$ cat config.mk
export PLATFORM = sky130hd
export DESIGN_NAME = inst_decode_stage
export DESIGN_NICKNAME = d
export VERILOG_FILES = /design/src/rtl/rv32i_pkg.sv /design/src/rtl/imm_gen.sv /design/src/rtl/inst_decode_stage.sv
export SDC_FILE = /design/constraint.sdc
export NUM_CORES = 1
export LEC_CHECK = 0
export BUFFER_PORTS_ARGS = -buffer_cell sky130_fd_sc_hd__clkbuf_2
export CAP_MARGIN = 20
export CORE_ASPECT_RATIO = 0.7
export CORE_MARGIN = 5
export CORE_UTILIZATION = 53
export CTS_CLUSTER_SIZE = 25
export DETAILED_ROUTE_END_ITERATION = 6
export GPL_TIMING_DRIVEN = 0
export HOLD_SLACK_MARGIN = 0.1
export PLACE_DENSITY = 0.82
export SYNTH_ARGS = -nofsm -noshare
export SYNTH_HDL_FRONTEND = slang
export SYNTH_SLANG_ARGS = --single-unit
export TNS_END_PERCENT = 50
$ cat constraint.sdc
create_clock -name clk -period 4.4 [get_ports clk]
set_input_delay 0.22 -clock clk [delete_from_list [all_inputs] [get_ports clk]]
set_output_delay 0.22 -clock clk [all_outputs]
set_load 0.02 [all_outputs]
$ cat src/rtl/rv32i_pkg.sv
// rv32i_pkg: RV32I encoding constants, one-hot ALU select indices and the
// decoded-instruction record shared by the decode stage.
package rv32i_pkg;

   // Major opcodes (in_inst[6:0]); bits [1:0] are always 2'b11 here.
   localparam logic [6:0] OPC_LUI    = 7'b0110111;
   localparam logic [6:0] OPC_AUIPC  = 7'b0010111;
   localparam logic [6:0] OPC_JAL    = 7'b1101111;
   localparam logic [6:0] OPC_JALR   = 7'b1100111;
   localparam logic [6:0] OPC_BRANCH = 7'b1100011;
   localparam logic [6:0] OPC_LOAD   = 7'b0000011;
   localparam logic [6:0] OPC_STORE  = 7'b0100011;
   localparam logic [6:0] OPC_OPIMM  = 7'b0010011;
   localparam logic [6:0] OPC_OP     = 7'b0110011;

   // funct3 for OP / OP-IMM
   localparam logic [2:0] F3_ADD  = 3'b000;
   localparam logic [2:0] F3_SLL  = 3'b001;
   localparam logic [2:0] F3_SLT  = 3'b010;
   localparam logic [2:0] F3_SLTU = 3'b011;
   localparam logic [2:0] F3_XOR  = 3'b100;
   localparam logic [2:0] F3_SR   = 3'b101;
   localparam logic [2:0] F3_OR   = 3'b110;
   localparam logic [2:0] F3_AND  = 3'b111;

   // funct3 for BRANCH
   localparam logic [2:0] F3_BEQ  = 3'b000;
   localparam logic [2:0] F3_BNE  = 3'b001;
   localparam logic [2:0] F3_BLT  = 3'b100;
   localparam logic [2:0] F3_BGE  = 3'b101;
   localparam logic [2:0] F3_BLTU = 3'b110;
   localparam logic [2:0] F3_BGEU = 3'b111;

   // funct3 for LOAD / STORE
   localparam logic [2:0] F3_LB  = 3'b000;
   localparam logic [2:0] F3_LH  = 3'b001;
   localparam logic [2:0] F3_LW  = 3'b010;
   localparam logic [2:0] F3_LBU = 3'b100;
   localparam logic [2:0] F3_LHU = 3'b101;

   // funct7
   localparam logic [6:0] F7_BASE = 7'b0000000;
   localparam logic [6:0] F7_ALT  = 7'b0100000;

   // Bit positions inside out_inst_opcode
   localparam int unsigned ALU_W = 20;
   localparam logic [4:0] ALU_LUI   = 5'd19;
   localparam logic [4:0] ALU_AUIPC = 5'd18;
   localparam logic [4:0] ALU_JAL   = 5'd17;
   localparam logic [4:0] ALU_JALR  = 5'd16;
   localparam logic [4:0] ALU_BEQ   = 5'd15;
   localparam logic [4:0] ALU_BNE   = 5'd14;
   localparam logic [4:0] ALU_BLT   = 5'd13;
   localparam logic [4:0] ALU_BGE   = 5'd12;
   localparam logic [4:0] ALU_BLTU  = 5'd11;
   localparam logic [4:0] ALU_BGEU  = 5'd10;
   localparam logic [4:0] ALU_ADD   = 5'd9;
   localparam logic [4:0] ALU_SUB   = 5'd8;
   localparam logic [4:0] ALU_SLL   = 5'd7;
   localparam logic [4:0] ALU_SRA   = 5'd6;
   localparam logic [4:0] ALU_SRL   = 5'd5;
   localparam logic [4:0] ALU_SLT   = 5'd4;
   localparam logic [4:0] ALU_SLTU  = 5'd3;
   localparam logic [4:0] ALU_XOR   = 5'd2;
   localparam logic [4:0] ALU_OR    = 5'd1;
   localparam logic [4:0] ALU_AND   = 5'd0;

   // Everything the stage registers for one instruction.
   typedef struct packed {
      logic [ALU_W-1:0] alu_sel;
      logic [31:0]      op1;
      logic [31:0]      op2;
      logic [31:0]      target;
      logic [4:0]       rd;
      logic             rd_we;
      logic             mem_rd;
      logic             mem_wr;
      logic [31:0]      store_data;
      logic             illegal;
   } dec_t;

   // One-hot select for an ALU bit index.
   function automatic logic [ALU_W-1:0] alu_onehot(input logic [4:0] idx);
      return {{(ALU_W-1){1'b0}}, 1'b1} << idx;
   endfunction

   // Base (funct7 = 0) ALU operation for an OP / OP-IMM funct3.
   function automatic logic [4:0] op_alu(input logic [2:0] f3);
      logic [4:0] idx;
      case (f3)
         F3_ADD:  idx = ALU_ADD;
         F3_SLL:  idx = ALU_SLL;
         F3_SLT:  idx = ALU_SLT;
         F3_SLTU: idx = ALU_SLTU;
         F3_XOR:  idx = ALU_XOR;
         F3_SR:   idx = ALU_SRL;
         F3_OR:   idx = ALU_OR;
         default: idx = ALU_AND;
      endcase
      return idx;
   endfunction

endpackage

$ cat src/rtl/imm_gen.sv
// imm_gen: the five RV32I immediates, sign-extended, from one instruction word.
module imm_gen
   import rv32i_pkg::*;
(
   input  logic [31:0] inst,
   output logic [31:0] imm_i,
   output logic [31:0] imm_s,
   output logic [31:0] imm_b,
   output logic [31:0] imm_u,
   output logic [31:0] imm_j
);

   assign imm_i = {{20{inst[31]}}, inst[31:20]};
   assign imm_s = {{20{inst[31]}}, inst[31:25], inst[11:7]};
   assign imm_b = {{19{inst[31]}}, inst[31], inst[7], inst[30:25], inst[11:8], 1'b0};
   assign imm_u = {inst[31:12], 12'b0};
   assign imm_j = {{11{inst[31]}}, inst[31], inst[19:12], inst[20], inst[30:21], 1'b0};

endmodule

$ cat src/rtl/inst_decode_stage.sv
// inst_decode_stage: single-entry RV32I decode register between fetch and
// execute. Decodes in the accept cycle, presents the result one cycle later.
module inst_decode_stage
   import rv32i_pkg::*;
(
   input  logic              clk,
   input  logic              rst,
   input  logic              in_valid,
   output logic              in_ready,
   input  logic [31:0]       in_inst,
   input  logic [31:0]       in_pc,
   input  logic [31:0]       rs1_data,
   input  logic [31:0]       rs2_data,
   input  logic              flush,
   output logic              out_valid,
   input  logic              out_ready,
   output logic [ALU_W-1:0]  out_inst_opcode,
   output logic [31:0]       out_op1,
   output logic [31:0]       out_op2,
   output logic [31:0]       out_target,
   output logic [4:0]        out_rd,
   output logic              out_rd_we,
   output logic              out_mem_rd,
   output logic              out_mem_wr,
   output logic [31:0]       out_store_data,
   output logic              out_illegal
);

   logic [6:0]  opc;
   logic [2:0]  f3;
   logic [6:0]  f7;
   logic [4:0]  rd;
   logic [31:0] imm_i, imm_s, imm_b, imm_u, imm_j;

   dec_t        dec_new;
   logic        bad;
   logic        writes;

   logic        valid_d, valid_q;
   dec_t        dec_d, dec_q;
   logic        load;

   assign opc = in_inst[6:0];
   assign f3  = in_inst[14:12];
   assign f7  = in_inst[31:25];
   assign rd  = in_inst[11:7];

   imm_gen u_imm_gen (
      .inst  (in_inst),
      .imm_i (imm_i),
      .imm_s (imm_s),
      .imm_b (imm_b),
      .imm_u (imm_u),
      .imm_j (imm_j)
   );

   // Decode the incoming word into operands, ALU select and side effects.
   always_comb begin
      dec_new = '0;
      bad     = 1'b0;
      writes  = 1'b0;
      case (opc)
         OPC_LUI: begin
            dec_new.alu_sel = alu_onehot(ALU_LUI);
            dec_new.op2     = imm_u;
            writes          = 1'b1;
         end
         OPC_AUIPC: begin
            dec_new.alu_sel = alu_onehot(ALU_AUIPC);
            dec_new.op1     = in_pc;
            dec_new.op2     = imm_u;
            writes          = 1'b1;
         end
         OPC_JAL: begin
            dec_new.alu_sel = alu_onehot(ALU_JAL);
            dec_new.op1     = in_pc;
            dec_new.op2     = imm_j;
            dec_new.target  = in_pc + imm_j;
            writes          = 1'b1;
         end
         OPC_JALR: begin
            // Only funct3 = 000 is a defined JALR encoding.
            if (f3 == 3'b000) begin
               dec_new.alu_sel = alu_onehot(ALU_JALR);
               dec_new.op1     = in_pc;
               dec_new.op2     = imm_i;
               dec_new.target  = (rs1_data + imm_i) & 32'hFFFF_FFFE;
               writes          = 1'b1;
            end else begin
               bad = 1'b1;
            end
         end
         OPC_BRANCH: begin
            dec_new.op1    = rs1_data;
            dec_new.op2    = rs2_data;
            dec_new.target = in_pc + imm_b;
            case (f3)
               F3_BEQ:  dec_new.alu_sel = alu_onehot(ALU_BEQ);
               F3_BNE:  dec_new.alu_sel = alu_onehot(ALU_BNE);
               F3_BLT:  dec_new.alu_sel = alu_onehot(ALU_BLT);
               F3_BGE:  dec_new.alu_sel = alu_onehot(ALU_BGE);
               F3_BLTU: dec_new.alu_sel = alu_onehot(ALU_BLTU);
               F3_BGEU: dec_new.alu_sel = alu_onehot(ALU_BGEU);
               default: bad = 1'b1;
            endcase
         end
         OPC_LOAD: begin
            dec_new.alu_sel = alu_onehot(ALU_ADD);
            dec_new.op1     = rs1_data;
            dec_new.op2     = imm_i;
            dec_new.mem_rd  = 1'b1;
            writes          = 1'b1;
            if (!(f3 inside {F3_LB, F3_LH, F3_LW, F3_LBU, F3_LHU}))
               bad = 1'b1;
         end
         OPC_STORE: begin
            dec_new.alu_sel    = alu_onehot(ALU_ADD);
            dec_new.op1        = rs1_data;
            dec_new.op2        = imm_s;
            dec_new.mem_wr     = 1'b1;
            dec_new.store_data = rs2_data;
            if (!(f3 inside {F3_LB, F3_LH, F3_LW}))
               bad = 1'b1;
         end
         OPC_OPIMM: begin
            dec_new.op1 = rs1_data;
            dec_new.op2 = imm_i;
            writes      = 1'b1;
            if (f3 == F3_SLL) begin
               dec_new.op2 = {27'b0, imm_i[4:0]};
               if (f7 == F7_BASE) dec_new.alu_sel = alu_onehot(ALU_SLL);
               else               bad = 1'b1;
            end else if (f3 == F3_SR) begin
               dec_new.op2 = {27'b0, imm_i[4:0]};
               if (f7 == F7_BASE)     dec_new.alu_sel = alu_onehot(ALU_SRL);
               else if (f7 == F7_ALT) dec_new.alu_sel = alu_onehot(ALU_SRA);
               else                   bad = 1'b1;
            end else begin
               dec_new.alu_sel = alu_onehot(op_alu(f3));
            end
         end
         OPC_OP: begin
            dec_new.op1 = rs1_data;
            dec_new.op2 = (f3 == F3_SLL || f3 == F3_SR) ? {27'b0, rs2_data[4:0]} : rs2_data;
            writes      = 1'b1;
            // funct7[5] is only meaningful for add->sub and srl->sra.
            if (f7 == F7_BASE)                     dec_new.alu_sel = alu_onehot(op_alu(f3));
            else if (f7 == F7_ALT && f3 == F3_ADD) dec_new.alu_sel = alu_onehot(ALU_SUB);
            else if (f7 == F7_ALT && f3 == F3_SR)  dec_new.alu_sel = alu_onehot(ALU_SRA);
            else                                   bad = 1'b1;
         end
         default: bad = 1'b1;
      endcase

      // Illegal words carry no side effects; rd is only reported for writers.
      if (bad) begin
         dec_new         = '0;
         dec_new.illegal = 1'b1;
      end else if (writes) begin
         dec_new.rd    = rd;
         dec_new.rd_we = (rd != 5'd0);
      end
   end

   assign in_ready = !valid_q || out_ready;
   assign load     = in_valid && in_ready;

   // Next state of the single entry: flush beats load, load beats drain.
   always_comb begin
      valid_d = valid_q;
      dec_d   = dec_q;
      if (flush) begin
         valid_d = 1'b0;
      end else if (load) begin
         valid_d = 1'b1;
         dec_d   = dec_new;
      end else if (out_ready) begin
         valid_d = 1'b0;
      end
   end

   // Stage register; reset clears the entry and all presented data.
   always_ff @(posedge clk) begin
      if (rst) begin
         valid_q <= 1'b0;
         dec_q   <= '0;
      end else begin
         valid_q <= valid_d;
         dec_q   <= dec_d;
      end
   end

   assign out_valid       = valid_q;
   assign out_inst_opcode = dec_q.alu_sel;
   assign out_op1         = dec_q.op1;
   assign out_op2         = dec_q.op2;
   assign out_target      = dec_q.target;
   assign out_rd          = dec_q.rd;
   assign out_rd_we       = dec_q.rd_we;
   assign out_mem_rd      = dec_q.mem_rd;
   assign out_mem_wr      = dec_q.mem_wr;
   assign out_store_data  = dec_q.store_data;
   assign out_illegal     = dec_q.illegal;

endmodule

==> results.tsv <==
stage	metric	value	unit
timing	drv_slew	0	
cells_and_area	final_common_cell	clkbuf_2	
global_route	antenna_found_initial	0	
floorplanning	coreArea	18000	um^2
routing	viasPerCell	6.48	
cells_and_area	syn2layout_area_growth	28.3	%
cells_and_area	mostFrequentLayoutCells	290 x clkbuf_2, 158 x dfxtp_1, 141 x nor2_1	
global_route	grt_pass1_vias	10533	
pwr	clockPowerShare	40.1	%
clocking	cts_buffers	17	
pwr	ir_drop	0.286	mV
cells_and_area	layout.nets	1734	
global_route	overflow	0	
clocking	cts.root.buffer_cell	clkbuf_16	
pwr	p_sw	1.19	mW
critical_path	crit_type	in2reg	
pwr	p_sw_share	31.8	%
routing	dr_wl_met3	5.70	mm
clocking	clkTransAtPathRegs	0.07	ns
critical_path	cpPeakStageDelay	0.50	ns
timing	totalNegativeSetupSlack	0	ns
yosys	yosys_register_bits	158	
timing	finClkSkew	0.0131	ns
floorplanning	die_h	123	um
critical_path	crit_fanout	10	
pwr	internal_power	2.56	mW
global_route	grt_pass1_wl	59.1	mm
critical_path	worstPathCellList	clkbuf_2, nand3b_1, or2_2, clkbuf_2, mux2_2, ha_1, and3_2, a221oi_4, a211oi_2, or4_1, a21oi_1, o41ai_2, a2111o_1, o2111ai_1, o211ai_1	
critical_path	required	4.71	ns
yosys	yosysWarningCount	0	
yosys	synth-edff-count	0	
yosys	netlist_instances	1186	
routing	vias	11567	
routing	drt_iter0_drc	1930	
clocking	cts.path.max_buffers	2	
run_status	violations	DRC	
clocking	htreeDepth	4	
placed_design	hpwlAfterDp	30.1	mm
timing	worst_pin_slew	1.03	ns
clocking	clock_sinks	158	
routing	wl_per_cell	22.1	um
clocking	clock_insertion_delay_worst_skew	0.44	ns
critical_path	cp-start-kind	input pin	
routing	antenna_left	0	
clocking	cts_setup_buffers	0	
routing	wl_met1	16.5	mm
flow_run	drv_cap	0	
pwr	total_power	3.75	mW
yosys	synth.avg_cell_area	8.20	um^2
floorplanning	die_w	172	um
floorplanning	dieArea	21200	um^2
yosys	async_reset_ff_share	0	%
cells_and_area	diodes	0	
clocking	cts_tree	yes	
timing	hold_violations	0	
critical_path	worstPathArrival	4.37	ns
floorplanning	ios	292	
cells_and_area	post-route-util	69.2	%
timing	setup_viol	0	
timing	fin_crit_sh	92.2	%
critical_path	end_kind	register	
floorplanning	rows	41	
pwr	p_leak	5.43	nW
pwr	power_density	301	nW/um^2
critical_path	critPathTopFamily	simple AND/OR/NAND/NOR gates	
routing	drt_pass1_iterations	7	
timing	layout_min_cycle_time	4.06	ns
global_route	track_usage	36.0	%
yosys	yosysSeqAreaShare	32.5	%
floorplanning	initial_core_util	54.0	%
routing	routed_wl	39.5	mm
run_status	status	finished, violations left	
yosys	synth_nets	1385	
placed_design	placement.io_buffers	289	
routing	routed.top_layer	met4	
global_route	grt_start_max_net_pins	33	
timing	rsz0062_at_grt	false	
critical_path	crit_top_cell	clkbuf_2	
hold_path	min_path_type	in2reg	
routing	drc	32	
pwr	power_frac_comb	21.7	%
placed_design	routabilityCongestion	1.01	
routing	wl_met2	15.6	mm
yosys	synth_ff_type	dfxtp_1	
timing	fmax	246	MHz
yosys	synth_area	9720	um^2
pwr	power_frac_seq	38.2	%
cells_and_area	final_layout_size_suffix_gt1_share	22.9	%
critical_path	cp_slowest_cell	or2_2	
yosys	ys_types	80	
critical_path	critical_path_buf_inv_count	2	
timing	maxSlewHeadroom	31.3	%
-- final timing paths --
kind                 startpoint            endpoint  slack [ns]  cells after the start
min reg2reg  out_inst_opcode[3]  out_inst_opcode[3]        0.45                      2
max                  in_inst[4]      out_target[31]        0.34                     15
min                   in_pc[25]         out_op1[25]         0.1                      3
max reg2reg           out_valid         out_op1[11]        1.07                      7
-- kinds of logic after synthesis --
kind of cell | share of synthesized area (%)
compound gates | 32.1
xor+xnor | 4.69
fa+ha+maj | 8.65
buf+inv | 3.81
flops | 32.5
mux | 0.888
simple gates | 17.4
-- through the flow --
stage | instances | hold slack, ns | setup WS (ns) | cell area (um^2)
6_report | 1784 | 0.0998 | 0.342 | 12500
2_1_floorplan | 1186 | 0.299 | 0.389 | 9720
4_1_cts | 1785 | 0.100 | 0.0820 | 12500
5_1_grt | 1784 | 0.108 | 0.154 | 12500
3_5_place_dp | 1712 | 0.434 | -0.334 | 11500
3_3_place_gp | 1711 | 0.420 | -0.243 | 11500
-- area by class of cell --
cell class | instances | area, um^2
multi-input combinational | 938 | 6190
fill | 1499 | 5540
sequential | 158 | 3160
timing repair buffer | 331 | 1860
clock buffer | 19 | 443
buffer | 72 | 304
tap | 236 | 295
clock inverter | 13 | 140
inverter | 17 | 63.8
-- state kept, by name (all words and copies together), names as in the netlist --
name	count
out_target	32
out_illegal	1
out_inst_opcode	20
out_store_data	32
out_valid	1
out_rd	5
out_mem_wr	1
out_op1	32
out_mem_rd	1
out_op2	32
out_rd_we	1
-- per-layer routing --
layer | vias up | global-route usage, %
met4 | 0 | 14.8
met2 | 867 | 50.1
met5 | - | 0
met1 | 5370 | 52.3
li1 | 5176 | -
met3 | 154 | 9.94
-- synthesized netlist by cell type, types with 5 or more instances --
library cell | instances | share of area (%)
a21oi_1 | 77 | 4.0
a222oi_1 | 17 | 1.8
o21bai_1 | 8 | 0.62
a2bb2oi_1 | 11 | 0.99
a21o_1 | 35 | 2.7
o221ai_1 | 5 | 0.45
a211oi_1 | 7 | 0.54
nor2_1 | 141 | 5.4
a221o_1 | 10 | 1.0
mux2_2 | 5 | 0.58
ha_1 | 64 | 8.2
nor2b_1 | 12 | 0.77
dfxtp_1 | 158 | 33
nor3_1 | 15 | 0.77
a41oi_1 | 5 | 0.45
nand2_1 | 105 | 4.1
buf_1 | 6 | 0.23
o211ai_1 | 7 | 0.54
o21ai_0 | 76 | 3.9
inv_1 | 17 | 0.66
clkbuf_1 | 56 | 2.2
and2_1 | 5 | 0.32
nand3_1 | 25 | 1.3
a22o_1 | 11 | 0.99
xnor2_1 | 32 | 2.9
and3_1 | 11 | 0.71
nand4_1 | 8 | 0.51
xor2_1 | 20 | 1.8
o21ai_1 | 5 | 0.26
buf_2 | 7 | 0.36
o22ai_1 | 12 | 0.77
nand2b_1 | 12 | 0.77
a22oi_1 | 112 | 8.6
a31oi_1 | 9 | 0.58
-- worst min-delay path, stage by stage --
cell      delay [ns]
clkbuf_2        0.10
a22oi_1         0.06
o21ai_0         0.12
-- power by group through the flow --
stage	clock, mW	sequential, mW	combinational, mW
2_1_floorplan	0	1.47	0.488
3_3_place_gp	0	1.47	0.744
3_5_place_dp	0	1.47	0.751
4_1_cts	1.50	1.43	0.785
5_1_grt	1.57	1.43	0.879
6_report	1.50	1.43	0.815
-- timing repair --
action / 4_1_cts / 5_1_grt
hold buffers: 41 / 0
hold endpoints to repair: 39 / 0
gates resized for setup: 0 / 1
endpoints found under the setup margin: 0 / 9
Power figures use the tool's default switching activity.
